### src/rtl/gemm_pkg.sv
// Shared types and default constants for the GEMM command controller.
package gemm_pkg;

    localparam int GEMM_DW         = 32;
    localparam int DEPTH_DEF       = 4;
    localparam int CNT_W_DEF       = 16;
    localparam int ACK_TIMEOUT_DEF = 1024;

    typedef enum logic [1:0] {
        IDLE,
        ISSUE,
        WAIT_ACK,
        WAIT_DONE
    } gemm_state_e;

    typedef struct packed {
        logic [GEMM_DW-1:0] op1;
        logic [GEMM_DW-1:0] op2;
    } gemm_cmd_t;

endpackage

### src/rtl/gemm_cmd_fifo.sv
// Synchronous DEPTH-entry command FIFO; extra pointer MSB tells full from empty.
module gemm_cmd_fifo
    import gemm_pkg::*;
#(
    parameter int DEPTH = DEPTH_DEF
) (
    input  logic                   clk,
    input  logic                   rst,
    input  logic                   push,
    input  logic                   pop,
    input  gemm_cmd_t              wdata,
    output gemm_cmd_t              rdata,
    output logic                   full,
    output logic                   empty,
    output logic [$clog2(DEPTH):0] count
);

    localparam int AW = $clog2(DEPTH);

    gemm_cmd_t      mem [DEPTH];
    logic [AW:0]    wr_ptr;
    logic [AW:0]    rd_ptr;

    always_ff @(posedge clk) begin
        if (rst) begin
            wr_ptr <= '0;
            rd_ptr <= '0;
        end else begin
            if (push && !full) begin
                wr_ptr <= wr_ptr + 1'b1;
            end
            if (pop && !empty) begin
                rd_ptr <= rd_ptr + 1'b1;
            end
        end
    end

    // Payload storage carries no reset; pointers alone define validity.
    always_ff @(posedge clk) begin
        if (push && !full) begin
            mem[wr_ptr[AW-1:0]] <= wdata;
        end
    end

    assign count = wr_ptr - rd_ptr;
    assign full  = (count == (AW+1)'(DEPTH));
    assign empty = (wr_ptr == rd_ptr);
    assign rdata = mem[rd_ptr[AW-1:0]];

endmodule

### src/rtl/gemm_cmd_ctrl.sv
// GEMM command controller: queues core-issued commands and sequences the accelerator start/done handshake.
// Optional acknowledge timeout enabled by defining GEMM_ACK_TIMEOUT_EN.
module gemm_cmd_ctrl
    import gemm_pkg::*;
#(
    parameter int DEPTH       = DEPTH_DEF,
    parameter int DW          = GEMM_DW,
    parameter int CNT_W       = CNT_W_DEF,
    parameter int ACK_TIMEOUT = ACK_TIMEOUT_DEF
) (
    input  logic             clk,
    input  logic             rst,
    input  logic             gemm_valid,
    input  logic [DW-1:0]    gemm_rdata1,
    input  logic [DW-1:0]    gemm_rdata2,
    output logic             cmd_stall,
    input  logic             gemm_done,
    output logic             acc_start,
    output logic [DW-1:0]    acc_op1,
    output logic [DW-1:0]    acc_op2,
    output logic             busy,
    output logic             irq,
    output logic [CNT_W-1:0] done_cnt,
    output logic             err
);

    if (DEPTH < 2 || (DEPTH & (DEPTH - 1)) != 0 || DW != GEMM_DW || ACK_TIMEOUT < 1) begin : g_bad_cfg
        $error("gemm_cmd_ctrl: unsupported parameter set");
    end

    gemm_state_e            state;
    gemm_cmd_t              cmd_in;
    gemm_cmd_t              head;
    logic                   full;
    logic                   empty;
    logic [$clog2(DEPTH):0] count;
    logic                   pop;

    assign cmd_in.op1 = gemm_rdata1;
    assign cmd_in.op2 = gemm_rdata2;

    // The head is taken only when the accelerator reports idle, so an externally busy engine holds the queue.
    assign pop       = (state == IDLE) && !empty && gemm_done;
    assign cmd_stall = full;
    assign busy      = (count != '0) || (state != IDLE);

    gemm_cmd_fifo #(
        .DEPTH (DEPTH)
    ) u_fifo (
        .clk   (clk),
        .rst   (rst),
        .push  (gemm_valid),
        .pop   (pop),
        .wdata (cmd_in),
        .rdata (head),
        .full  (full),
        .empty (empty),
        .count (count)
    );

`ifdef GEMM_ACK_TIMEOUT_EN
    localparam int TW = $clog2(ACK_TIMEOUT + 1);
    logic [TW-1:0] ack_cnt;
`else
    assign err = 1'b0;
`endif

    always_ff @(posedge clk) begin
        if (rst) begin
            state     <= IDLE;
            acc_start <= 1'b0;
            acc_op1   <= '0;
            acc_op2   <= '0;
            irq       <= 1'b0;
            done_cnt  <= '0;
`ifdef GEMM_ACK_TIMEOUT_EN
            ack_cnt   <= '0;
            err       <= 1'b0;
`endif
        end else begin
            acc_start <= 1'b0;
            irq       <= 1'b0;
            case (state)
                IDLE: begin
                    if (pop) begin
                        acc_op1 <= head.op1;
                        acc_op2 <= head.op2;
                        state   <= ISSUE;
                    end
                end
                ISSUE: begin
                    acc_start <= 1'b1;
                    state     <= WAIT_ACK;
`ifdef GEMM_ACK_TIMEOUT_EN
                    ack_cnt   <= '0;
`endif
                end
                WAIT_ACK: begin
                    if (!gemm_done) begin
                        state <= WAIT_DONE;
`ifdef GEMM_ACK_TIMEOUT_EN
                    end else if (ack_cnt == TW'(ACK_TIMEOUT - 1)) begin
                        // Abandon a job the accelerator never acknowledged; it is not counted.
                        err   <= 1'b1;
                        state <= IDLE;
                    end else begin
                        ack_cnt <= ack_cnt + 1'b1;
`endif
                    end
                end
                WAIT_DONE: begin
                    if (gemm_done) begin
                        irq      <= 1'b1;
                        done_cnt <= done_cnt + 1'b1;
                        state    <= IDLE;
                    end
                end
                default: state <= IDLE;
            endcase
        end
    end

endmodule

### config.mk
export PLATFORM = sky130hd
export DESIGN_NAME = gemm_cmd_ctrl
export DESIGN_NICKNAME = d
export VERILOG_FILES = /design/src/rtl/gemm_pkg.sv /design/src/rtl/gemm_cmd_fifo.sv /design/src/rtl/gemm_cmd_ctrl.sv
export SDC_FILE = /design/constraint.sdc
export NUM_CORES = 1
export LEC_CHECK = 0
export ABC_AREA = 0
export BUFFER_PORTS_ARGS = -buffer_cell sky130_fd_sc_hd__buf_2
export CAP_MARGIN = 20
export CORE_MARGIN = 5
export CORE_UTILIZATION = 37
export DETAILED_ROUTE_END_ITERATION = 10
export PLACE_DENSITY = 0.54
export SLEW_MARGIN = 10
export SYNTH_ARGS = -nofsm -noshare
export SYNTH_HDL_FRONTEND = slang
export SYNTH_SLANG_ARGS = --single-unit
### constraint.sdc
create_clock -name clk -period 6.84 [get_ports clk]
set_clock_uncertainty 0.2 [all_clocks]
set_input_delay 1.026 -clock clk [delete_from_list [all_inputs] [get_ports clk]]
set_output_delay 1.026 -clock clk [all_outputs]
set_load 0.03 [all_outputs]
==> metrics.md, run 1 <==
| Metric | Value |
|---|---|
| Post-Synth XOR/XNOR Area | `0.0102` |
| Site Rows | `68` |
| Cell Area, Synth | `around 0.013 mm^2` |
| Netlist cell types | `39` |
| Hold_buf cts | `0` |
| Max cap viols | `0` |
| # Post-CTS Setup Buffers | `0` |
| Die height | `196 um` |
| Data arrival, critical path | `between 2000 and 2500 ps` |
| Status | `complete, no violations` |
| Worst Path Class, Setup | `flop to primary output` |
| Core Util, Final | `0.444` |
| # DRC | `0` |
| Die Area | `0.0383 mm^2` |
| Peak supply drop | `0.188 mV` |
| Final setup viols | `0` |
| Worst slew margin | `0.314` |
| Gate Count Post-Synth | `between 700 and 800` |
| YS warnings | `0` |
| Multiplexer share of the synthesized area | `0.117` |
| Antenna Nets Post-Route | `0` |
| IO Count | `approximately 150` |
| Clock latency on the worst-skew pair | `approximately 520 ps` |
| Post-synth EDFFs | `256` |
| Pre-CTS setup slack | `3580 ps` |
| CP peak stage delay | `670 ps` |
| Vias in the first global route | `7110` |
| Setup ws final | `3330 ps` |
| Via count | `6807` |
| Final setup TNS | `0 ps` |
| Seq/Total Area, Yosys | `0.744` |
| Crit-path cells | `ha_1 > nor2b_1 > xnor2_1 > or2b_1 > buf_2` |
| Period Utilization, post-route | `0.514` |
| Tightest Pin Transition | `roughly 1000 ps` |
| Mapped Nets | `846` |
| First-pass GRT wire length | `42000 um` |
| FMAX | `285 MHz` |
| Vias/cell | `a little under 5` |
| Fillers | `3047` |
| # resized after CTS | `0` |
| Post-synthesis adder-cell area fraction | `0.0118` |
| CTS tree | `yes` |
| Min-delay worst type | `flop to flop` |
| Max FO, Critical Path | `25` |
| First-pass iteration count of the detailed router | `4` |
| Ys flop type | `edfxtp_1` |
| Nets@finish | `between 1000 and 1500` |
| CTS H-tree depth | `2` |
| Wire length per cell | `about 19 um` |
| Post-DP HPWL | `15800 um` |
| Post-Synth Simple-Gate Area | `0.0642` |
| Share of layout cells above drive strength 1 | `0.304` |
| Clock-pin slew on the worst setup and hold paths | `60 ps` |
| Worst path buffer plus inverter count | `1` |
| Critical path capture point type | `primary output` |
| Critical-path top delay cell | `dfxtp_4` |
| Tmin final | `approximately 3500 ps` |
| Total gr overflow | `0` |
| Complex-gate fraction of the synthesized area | `0.0342` |
| Largest family of logic cells by synthesized area | `multiplexers` |
| Number of synthesized register bits | `~350` |
| Fin. Hold Viols | `0` |
| CTS buffer count | `38` |
| Yosys top cell area share | `0.603` |
| Cell accounting for the most synthesized area | `edfxtp_1` |
| Mean Syn Cell Area | `approximately 17 um^2` |
| I/O Buffers | `about 150` |
| Hold slack | `250 ps` |
| Synth area leaders | `edfxtp_1 (60%), dfxtp_1 (14%), mux4_2 (11%)` |
| Largest net degree at the start of global routing | `68` |
| Power, Total | `0.00592 W` |
| Startpoint Class | `flop` |
| Initial antenna violation count | `4` |
| Placer Congestion | `a little over 0.7` |
| P per Cell Area | `just under 400 mW/mm^2` |
| Core footprint | `about 0.034 mm^2` |
| Die span in x | `196 um` |
| Pleak | `5.31 nW` |
| Count of pins over their slew limit | `0` |
| Iteration-0 DRC count of the detailed router | `303` |
| Area grow syn2layout | `19.5%` |
| Root Buffer | `clkbuf_16` |
| Starting Density | `0.372` |
| Clk buf depth | `3` |
| Clock Sinks | `346` |
| RSZ-0062 raised after global routing | `no` |
| Total Routed Length | `26700 um` |
| Family with the most delay on the worst path | `flip-flops` |
| Async set-reset flop share out of synthesis | `0` |
| Global-route usage over all layers | `0.140` |
| Req. time, crit path | `5610 ps` |
==> logic make-up (layout without fill, tap and decap cells) <==
kind of cell / Yosys count / after routing
and+or+nand+nor: 195 / 195
adders and majority gates: 12 / 12
AOI/OAI and AO/OA: 80 / 80
DFF: 346 / 346
xor gates and xnor gates: 14 / 14
muxes: 69 / 69
other: 1 / 2
buffers and inverters: 49 / 235
==> worst register-to-register path, stage by stage (launching register included) <==
cell	delay, ps
dfxtp_4	670
ha_1	230
nor2b_1	150
xnor2_1	230
o211a_4	680
buf_4	510
mux2_2	380
==> placed cells by master (no fill, tap or decap), types with 11 or more instances in the layout <==
master	synthesis	routed
edfxtp_1	256	256
nand2_1	135	135
clkbuf_1	17	11
dfxtp_1	90	88
ha_1	12	12
clkbuf_16	0	40
nor2_1	24	24
a21oi_1	68	68
mux4_2	64	64
buf_2	15	150
==> per-layer routing <==
layer	wire length, um	vias to the layer above	track usage	share of wire
li1	-	3197	-	-
met1	12100	3399	0.193	0.45
met2	12900	156	0.228	0.48
met3	1170	49	0.0295	0.044
met4	533	6	0.0383	0.020
met5	38	-	0	0.0014
==> state kept, by name, summed over array words and instances, names as in the netlist <==
| register | cells |
|---|---|
| u_fifo.rd_ptr | 3 |
| done_cnt | 16 |
| state | 2 |
| u_fifo.mem | 256 |
| acc_start | 1 |
| irq | 1 |
| acc_op2 | 32 |
| acc_op1 | 32 |
| u_fifo.wr_ptr | 3 |
==> Yosys cell counts, types with 2 or more instances <==
| master | n |
|---|---|
| buf_2 | 15 |
| mux2_2 | 4 |
| nor3_1 | 4 |
| nor2b_1 | 6 |
| nand4_1 | 6 |
| a21oi_1 | 68 |
| clkbuf_1 | 17 |
| and2_1 | 3 |
| mux4_2 | 64 |
| xor2_1 | 4 |
| edfxtp_1 | 256 |
| buf_1 | 3 |
| inv_1 | 8 |
| o21a_1 | 2 |
| xnor2_1 | 9 |
| nand2_1 | 135 |
| dfxtp_1 | 90 |
| o211a_1 | 2 |
| ha_1 | 12 |
| o31ai_1 | 2 |
| nor2_1 | 24 |
| and3_1 | 4 |
| and4_1 | 2 |
| nand3_1 | 6 |
| buf_4 | 6 |
==> through the flow <==
step / cell area (um^2) / std cells
after floorplan: 12700 / 766
after global placement: 14000 / 1337
after detailed placement: 14000 / 1337
after CTS: 15200 / 1407
after global routing: 15200 / 1407
final: 15200 / 1408
==> report_power, final <==
| part | internal, W | total, W | switching, W |
|---|---|---|---|
| clock | 0.00125 | 0.00204 | 0.000791 |
| sequential | 0.00253 | 0.00264 | 0.000113 |
| combinational | 0.000463 | 0.00124 | 0.000777 |
| total | 0.00424 | 0.00592 | 0.00168 |
==> layout make-up <==
| cell class | count | area (um^2) | share of cell area |
|---|---|---|---|
| timing repair buffer | 157 | 803 | 0.0527 |
| antenna | 1 | 2.50 | 0.000164 |
| clock inverter | 17 | 204 | 0.0134 |
| tap | 455 | 569 | 0.0374 |
| sequential | 346 | 9500 | 0.623 |
| clock buffer | 53 | 1070 | 0.0702 |
| inverter | 8 | 30.0 | 0.00197 |
| multi-input combinational | 371 | 3060 | 0.201 |
==> final timing paths <==
path                                      start                       endpoint  slack (ps)  depth (start not counted)
setup / recovery  u_fifo.rd_ptr[0]$_SDFFE_PP0P_                           busy        3330                          5
hold reg to reg        acc_op2[24]$_SDFFE_PP0P_       acc_op2[24]$_SDFFE_PP0P_         250                          2
setup reg to reg  u_fifo.rd_ptr[0]$_SDFFE_PP0P_  u_fifo.wr_ptr[2]$_SDFFE_PP0N_        3670                          6
hold / removal         acc_op2[24]$_SDFFE_PP0P_       acc_op2[24]$_SDFFE_PP0P_         250                          2
(Power assumes the default switching activity.)
==> run 2, diff against run 1 <==
--- a/config.mk
+++ b/config.mk
@@ -5,13 +5,13 @@
 export SDC_FILE = /design/constraint.sdc
 export NUM_CORES = 1
 export LEC_CHECK = 0
-export ABC_AREA = 0
+export ABC_AREA = 1
 export BUFFER_PORTS_ARGS = -buffer_cell sky130_fd_sc_hd__buf_2
 export CAP_MARGIN = 20
 export CORE_MARGIN = 5
 export CORE_UTILIZATION = 37
 export DETAILED_ROUTE_END_ITERATION = 10
-export PLACE_DENSITY = 0.54
+export PLACE_DENSITY = 0.56
 export SLEW_MARGIN = 10
 export SYNTH_ARGS = -nofsm -noshare
 export SYNTH_HDL_FRONTEND = slang
==> constraint.sdc (replaced) <==
create_clock -name clk -period 2.9 [get_ports clk]
set_clock_uncertainty 0.2 [all_clocks]
set_input_delay 0.435 -clock clk [delete_from_list [all_inputs] [get_ports clk]]
set_output_delay 0.435 -clock clk [all_outputs]
set_load 0.03 [all_outputs]
==> run 2 against run 1 <==
Flip-flop and latch count unchanged. Hold slack got worse by 170 ps. Clock power increased by 120%. Die area increased by 2.5%. Count of clock-buffer cells in the layout unchanged. Sequential share of layout area decreased by 4.0 points. Register-to-register slack got worse by 3200 ps. Critical path type unchanged. Highest routed layer unchanged.
==> metrics.md, run 2 <==
| Metric | Value |
|---|---|
| Clock power frac | `0.275 (-0.069)` |
| YS warnings | `0 (unchanged)` |
| Most frequent cells in the layout | `nor2_1 (282), edfxtp_1 (256), buf_2 (151), o21ai_1 (111), o21ai_0 (89)` |
| Net switching power | `0.00587 W (+250%)` |
| CTS tree | `yes` |
| Finished Layout Cells | `1809 (+28%)` |
| CP peak stage delay | `400 ps (-270 ps)` |
| Number of synthesized register bits | `346 (unchanged)` |
| Worst Path Class, Setup | `flop to primary output` |
| R2r startpoint | `u_fifo.wr_ptr[0]$_SDFFE_PP0N_` |
| Clock-pin slew on the worst setup and hold paths | `60 ps (about the same)` |
| I/O Buffers | `151 (unchanged)` |
| Largest net degree at the start of global routing | `83 (+22%)` |
| Mapped Nets | `1194 (+41%)` |
| Final setup TNS | `0 ps (unchanged)` |
| Core footprint | `0.0347 mm^2 (+1.2%)` |
| Req. time, crit path | `2270 ps (-3340 ps)` |
| Count of pins over their slew limit | `0 (unchanged)` |
| Mean Syn Cell Area | `11.7 um^2 (-29%)` |
| Hold path depth | `2 (unchanged)` |
| CTS buffer count | `38 (unchanged)` |
| Nets@finish | `1406 (+40%)` |
| Pre-CTS setup slack | `433 ps (-3150 ps)` |
| Area grow syn2layout | `24.4%` |
| Die height | `198 um (+1.2%)` |
| Vias in the first global route | `8821 (+24%)` |
| IO Count | `153 (unchanged)` |
| Critical-path top delay cell | `dfxtp_1` |
| Die span in x | `198 um (+1.2%)` |
| Via count | `8893 (+31%)` |
| Crit Reg-Reg Endpoint | `u_fifo.mem[1][52]$_DFFE_PP_` |
| Data arrival, critical path | `2050 ps (-240 ps)` |
| Share of layout cells above drive strength 1 | `0.185 (-0.119)` |
| Clk buf depth | `3 (unchanged)` |
| Die Area | `0.0392 mm^2 (+2.5%)` |
| Internal power | `0.0108 W (+150%)` |
| Site Rows | `68 (unchanged)` |
| Synth area leaders | `edfxtp_1 (59%), dfxtp_1 (14%), nor2_1 (8.2%)` |
| Root Buffer | `clkbuf_16` |
| Cell accounting for the most synthesized area | `edfxtp_1` |
| FMAX | `about 370 MHz` |
| CTS H-tree depth | `2 (unchanged)` |
| Crit-path cells | `inv_1 > ha_1 > nand2_1 > inv_1 > nand3_2 > inv_1 > buf_2` |
| Critical path capture point type | `primary output` |
| Seq/Total Area, Yosys | `0.725 (-0.0191)` |
| Cell Area, Synth | `0.0131 mm^2 (+2.6%)` |
| R2R cell count | `8 (+2)` |
| Antenna Nets Post-Route | `0 (unchanged)` |
| Peak supply drop | `0.551 mV (+190%)` |
| Fin. Hold Viols | `0 (unchanged)` |
| First-pass GRT wire length | `49700 um (+18%)` |
| Tmin final | `2680 ps` |
| Initial antenna violation count | `2 (-2)` |
| Clock latency on the worst-skew pair | `510 ps (about the same)` |
| Min-delay worst type | `input port to flop` |
| Worst slew margin | `0.433 (+0.119)` |
| Gate Count Post-Synth | `1114 (+45%)` |
| Vias/cell | `4.92 (+1.7%)` |
| Synth top cells by count | `nor2_1 (286), edfxtp_1 (256), o21ai_1 (111)` |
| Hold Path Sink | `done_cnt[5]$_SDFFE_PP0P_` |
| Dpl cells | `1677 (+25%)` |
| # DRC | `0 (unchanged)` |
| Startpoint Class | `flop` |
| Starting Density | `0.377 (+0.00514)` |
| Most common cell after layout, fill and taps aside | `nor2_1` |
| Net Sw Frac | `0.353 (+0.0695)` |
| Global-route usage over all layers | `0.159 (+0.0189)` |
| Post-DP HPWL | `19100 um (+20%)` |
| Hold slack | `79.0 ps (-171 ps)` |
| Post-synth EDFFs | `256 (unchanged)` |
| Iteration-0 DRC count of the detailed router | `474 (+56%)` |
| Setup ws final | `219 ps (-3110 ps)` |
| RSZ-0062 raised after global routing | `no` |
| Most common cell in the netlist | `nor2_1` |
| Family with the most delay on the worst path | `buffers and inverters` |
| Wire length per cell | `17.5 um (-7.6%)` |
| Largest register FFs | `256 (unchanged)` |
| P per Cell Area | `1020 mW/mm^2 (+160%)` |
| Clock Sinks | `346 (unchanged)` |
| Max cap viols | `0 (unchanged)` |
| Period Utilization, post-route | `0.924` |
| Tightest Pin Transition | `850 ps (-179 ps)` |
| Total gr overflow | `0 (unchanged)` |
| Status | `complete, no violations` |
| First-pass iteration count of the detailed router | `5 (+1)` |
| Netlist cell types | `29 (-26%)` |
| Logic pwr share | `0.313 (+0.104)` |
| Worst path buffer plus inverter count | `4 (+3)` |
| # resized after CTS | `0 (unchanged)` |
| Async set-reset flop share out of synthesis | `0 (unchanged)` |
| Hold Path Origin | `rst` |
| Max FO, Critical Path | `5 (-80%)` |
| Yosys top cell area share | `0.587 (-0.0155)` |
| Placer Congestion | `0.769 (+6.9%)` |
| R2R Setup Slk | `450 ps (-3220 ps)` |
| Crit path top cell by count | `inv_1` |
| Final setup viols | `0 (unchanged)` |
| Sequential share of power | `0.412 (-0.034)` |
| Pleak | `6.09 nW (+15%)` |
| Total Routed Length | `31700 um (+19%)` |
| Ys flop type | `edfxtp_1` |
-- run 2: logic make-up (layout without fill, tap and decap cells) --
logic type               Yosys count  in the layout  synth area share
buffers and inverters            109            348            0.0378
adder cells (fa/ha/maj)           12             12            0.0115
AO/OA/AOI/OAI                    287            287             0.118
XOR/XNOR                           2              2           0.00134
AND/OR/NAND/NOR                  357            357             0.106
flip-flops                       346            346             0.725
other                              1              2          0.000287
-- run 2: timing repair --
action | CTS | global route
hold buffers | 64 | 0
endpoints found under the setup margin | 0 | 0
buffers inserted | 0 | 0
hold endpoints to repair | 256 | 0
-- run 2: worst max-delay path by stage --
stage	startpoint	to	slack, ps	cells after the start
2_1_floorplan	u_fifo.rd_ptr[1]$_SDFFE_PP0P_	u_fifo.mem[0][0]$_DFFE_PP_	7	9
3_3_place_gp	u_fifo.wr_ptr[0]$_SDFFE_PP0N_	u_fifo.mem[1][52]$_DFFE_PP_	470	8
3_5_place_dp	u_fifo.wr_ptr[0]$_SDFFE_PP0N_	u_fifo.mem[1][52]$_DFFE_PP_	430	8
4_1_cts	u_fifo.wr_ptr[0]$_SDFFE_PP0N_	cmd_stall	200	7
5_1_grt	u_fifo.wr_ptr[0]$_SDFFE_PP0N_	cmd_stall	80	7
6_report	u_fifo.wr_ptr[0]$_SDFFE_PP0N_	cmd_stall	220	7
-- run 2: layout make-up --
type	count	area (um^2)
multi-input combinational	659	3160
clock inverter	14	138
tap	455	569
clock buffer	53	1060
inverter	43	164
timing repair buffer	238	1690
sequential	346	9490
fill	3164	18400
antenna	1	2.50
-- run 2: routing by layer --
metal	GRT usage	part of all wire	vias up	wire length (um)
li1	-	-	4360	-
met1	0.231	0.48	4273	15300
met2	0.253	0.45	214	14400
met3	0.0279	0.048	44	1520
met4	0.0349	0.015	2	467
met5	0	0.00041	-	13
-- run 2: power by group through the flow --
stage,Combinational [W],Clock (W),Sequential (W)
finish,0.00521,0.00458,0.00684
global route,0.00579,0.00490,0.00694
CTS,0.00532,0.00471,0.00686
detailed placement,0.00523,0,0.00695
global placement,0.00519,0,0.00694
floorplan,0.00291,0,0.00758
-- run 2: stage by stage --
stage,power (W),area [um^2],utilization
after global routing,0.0176,16300,0.469
after global placement,0.0121,14400,0.416
after detailed placement,0.0122,14400,0.416
after CTS,0.0169,16300,0.469
after floorplan,0.0105,13200,-
final,0.0166,16300,0.469
==> run 3, diff against run 2 <==
--- a/config.mk
+++ b/config.mk
@@ -10,6 +10,7 @@
 export CAP_MARGIN = 20
 export CORE_MARGIN = 5
 export CORE_UTILIZATION = 37
+export CTS_BUF_LIST = sky130_fd_sc_hd__clkbuf_8
 export DETAILED_ROUTE_END_ITERATION = 10
 export PLACE_DENSITY = 0.56
 export SLEW_MARGIN = 10
==> run 3 against run 2 <==
Design area rose by 0.42%. First-iteration DRC count up 3.0%. Register-to-register slack gained 30 ps. Largest cell class unchanged. Final cell count rose by 2.3%. Non-clock buffer count rose by 3. Combinational power about the same. Global-route usage rose by 0.30 points. Flip-flop and latch count unchanged. Critical path depth did not move. Hold slack better by 220 ps. Die area unchanged. Worst setup slack worse by 48 ps.
==> metrics.md, run 3 (synthesis gave the netlist of run 2 again) <==
| Metric | Value |
|---|---|
| Status | `complete, no violations` |
| Die height | `198 um (unchanged)` |
| Net switching power | `0.00596 W (+1.5%)` |
| Antenna Nets Post-Route | `0 (unchanged)` |
| Crit Reg-Reg Endpoint | `u_fifo.mem[1][53]$_DFFE_PP_` |
| Hold Path Origin | `done_cnt[6]$_SDFFE_PP0P_` |
| CTS buffer count | `56 (+47%)` |
| Wire length per cell | `17.4 um (-0.98%)` |
| FMAX | `366 MHz (-1.8%)` |
| # DRC | `0 (unchanged)` |
| CTS H-tree depth | `2 (unchanged)` |
| Vias in the first global route | `9003 (+2.1%)` |
| Period Utilization, post-route | `0.941 (+0.0166)` |
| Count of pins over their slew limit | `0 (unchanged)` |
| Largest net degree at the start of global routing | `83 (unchanged)` |
| R2R cell count | `8 (unchanged)` |
| Vias/cell | `4.85 (-1.3%)` |
| Top Layer Used | `met5` |
| Clock power frac | `0.269 (-0.006)` |
| Most common cell after layout, fill and taps aside | `nor2_1` |
| Data arrival, critical path | `2090 ps (+40 ps)` |
| Starting Density | `0.377 (unchanged)` |
| Clock latency on the worst-skew pair | `600 ps (+90 ps)` |
| Clk buf depth | `3 (unchanged)` |
| Min-delay worst type | `flop to flop` |
| P per Cell Area | `1010 mW/mm^2 (-1.1%)` |
| RSZ-0062 raised after global routing | `no` |
| Net Sw Frac | `0.361 (+0.00761)` |
| IO Count | `153 (unchanged)` |
| Critical path capture point type | `primary output` |
| Met1 Wirelength | `15500 um (+1.2%)` |
| First-pass GRT wire length | `50700 um (+1.9%)` |
| Max cap viols | `0 (unchanged)` |
| Final setup viols | `0 (unchanged)` |
| Peak supply drop | `0.469 mV (-15%)` |
| Dpl cells | `1677 (unchanged)` |
| Core footprint | `0.0347 mm^2 (unchanged)` |
| Max FO, Critical Path | `5 (unchanged)` |
| Total gr overflow | `0 (unchanged)` |
| Site Rows | `68 (unchanged)` |
| I/O Buffers | `151 (unchanged)` |
| Via count | `8977 (+0.94%)` |
| Nets@finish | `1427 (+1.5%)` |
| Die span in x | `198 um (unchanged)` |
| Logic pwr share | `0.317 (+0.004)` |
| Global-route usage over all layers | `0.162 (+0.00297)` |
| Final setup TNS | `0 ps (unchanged)` |
| Hold path depth | `2 (unchanged)` |
| Worst slew margin | `0.442 (+0.00822)` |
| Fin. Hold Viols | `0 (unchanged)` |
| Hold Path Sink | `done_cnt[6]$_SDFFE_PP0P_` |
| Largest register FFs | `256 (unchanged)` |
| Die Area | `0.0392 mm^2 (unchanged)` |
| Iteration-0 DRC count of the detailed router | `488 (+3.0%)` |
| Routed length on met2 | `14700 um (+2.3%)` |
| Tightest Pin Transition | `837 ps (-12.3 ps)` |
| Req. time, crit path | `2270 ps (about the same)` |
| Tmin final | `2730 ps (+48.1 ps)` |
| Finished Layout Cells | `1851 (+2.3%)` |
| Clock Sinks | `346 (unchanged)` |
| Initial antenna violation count | `2 (unchanged)` |
| Most frequent cells in the layout | `nor2_1 (282), edfxtp_1 (256), buf_2 (151), o21ai_1 (111), o21ai_0 (89)` |
| CTS tree | `yes` |
| First-pass iteration count of the detailed router | `6 (+1)` |
| Internal power | `0.0106 W (-1.8%)` |
| Placer Congestion | `0.769 (unchanged)` |
| Pleak | `6.21 nW (+2.0%)` |
| Worst Path Class, Setup | `flop to primary output` |
| Share of layout cells above drive strength 1 | `0.201 (+0.0159)` |
| Startpoint Class | `flop` |
| Root Buffer | `clkbuf_8` |
| Met3 wire len | `1460 um (-4.3%)` |
| Area grow syn2layout | `24.9%` |
| R2r startpoint | `u_fifo.wr_ptr[0]$_SDFFE_PP0N_` |
| Total Routed Length | `32100 um (+1.3%)` |
| Post-DP HPWL | `19100 um (unchanged)` |
| R2R Setup Slk | `480 ps (+30 ps)` |
| Sequential share of power | `0.414 (+0.002)` |
| Clock-pin slew on the worst setup and hold paths | `60 ps (about the same)` |
-- run 3: cell count changes in the layout (fill, tap and decap cells not counted) --
cell,delta
clkbuf_8,+68
clkbuf_16,-38
inv_1,+18
clkbuf_1,-10
dlygate4sd3_1,+3
bufinv_16,+1
clkinv_1,+1
clkinv_4,-1
clkinv_8,-1
clkinvlp_4,+1
nand3_2,-1
nand3_4,+1
-- run 3: timing repair --
item,4_1_cts,5_1_grt
hold endpoints to repair,261,0
gates resized for setup,0,1
setup buffers,0,0
setup endpoints to repair,0,1
hold buffers,67,0
-- run 3: per-layer routing --
metal,GRT usage,up-vias
met4,0.0398,2
met3,0.0311,38
met1,0.234,4321
li1,-,4415
met2,0.255,201
met5,0,-
-- run 3: area by class of cell --
| class | instances | area, um^2 |
|---|---|---|
| multi-input cells | 659 | 3160 |
| clock buffers | 73 | 1000 |
| diodes | 1 | 2.50 |
| clock inverters | 33 | 221 |
| flip-flops and latches | 346 | 9490 |
| fillers | 3177 | 18400 |
| inverters | 43 | 164 |
| repair buffers | 241 | 1720 |
| well taps | 455 | 569 |
-- run 3: worst max path at each step --
stage,startpoint,to,slack [ps]
floorplan,u_fifo.rd_ptr[1]$_SDFFE_PP0P_,u_fifo.mem[0][0]$_DFFE_PP_,7
global placement,u_fifo.wr_ptr[0]$_SDFFE_PP0N_,u_fifo.mem[1][52]$_DFFE_PP_,470
detailed placement,u_fifo.wr_ptr[0]$_SDFFE_PP0N_,u_fifo.mem[1][52]$_DFFE_PP_,430
CTS,u_fifo.wr_ptr[0]$_SDFFE_PP0N_,cmd_stall,100
global route,u_fifo.wr_ptr[0]$_SDFFE_PP0N_,cmd_stall,20
finish,u_fifo.wr_ptr[0]$_SDFFE_PP0N_,cmd_stall,170
-- run 3: stage by stage --
stage | utilization | hold slack (ps) | area (um^2) | setup WS [ps] | power [W]
4_1_cts | 0.471 | 306 | 16300 | 99.0 | 0.0167
5_1_grt | 0.471 | 336 | 16300 | 22.2 | 0.0176
2_1_floorplan | - | 270 | 13200 | 6.51 | 0.0105
6_report | 0.471 | 302 | 16300 | 171 | 0.0165
3_5_place_dp | 0.416 | 292 | 14400 | 433 | 0.0122
3_3_place_gp | 0.416 | 279 | 14400 | 471 | 0.0121
-- run 3: worst max-delay path: stages (launching register included) --
cell,delay [ps]
dfxtp_1,400
inv_1,100
ha_1,280
nand2_1,50
inv_1,180
nand3_4,140
inv_1,150
buf_2,220
-- run 3: power by group through the flow --
stage	Clock [W]	Combinational, W	Sequential, W
final	0.00444	0.00524	0.00684
after global routing	0.00482	0.00581	0.00694
after CTS	0.00456	0.00533	0.00686
after detailed placement	0	0.00523	0.00695
after global placement	0	0.00519	0.00694
after floorplan	0	0.00291	0.00758
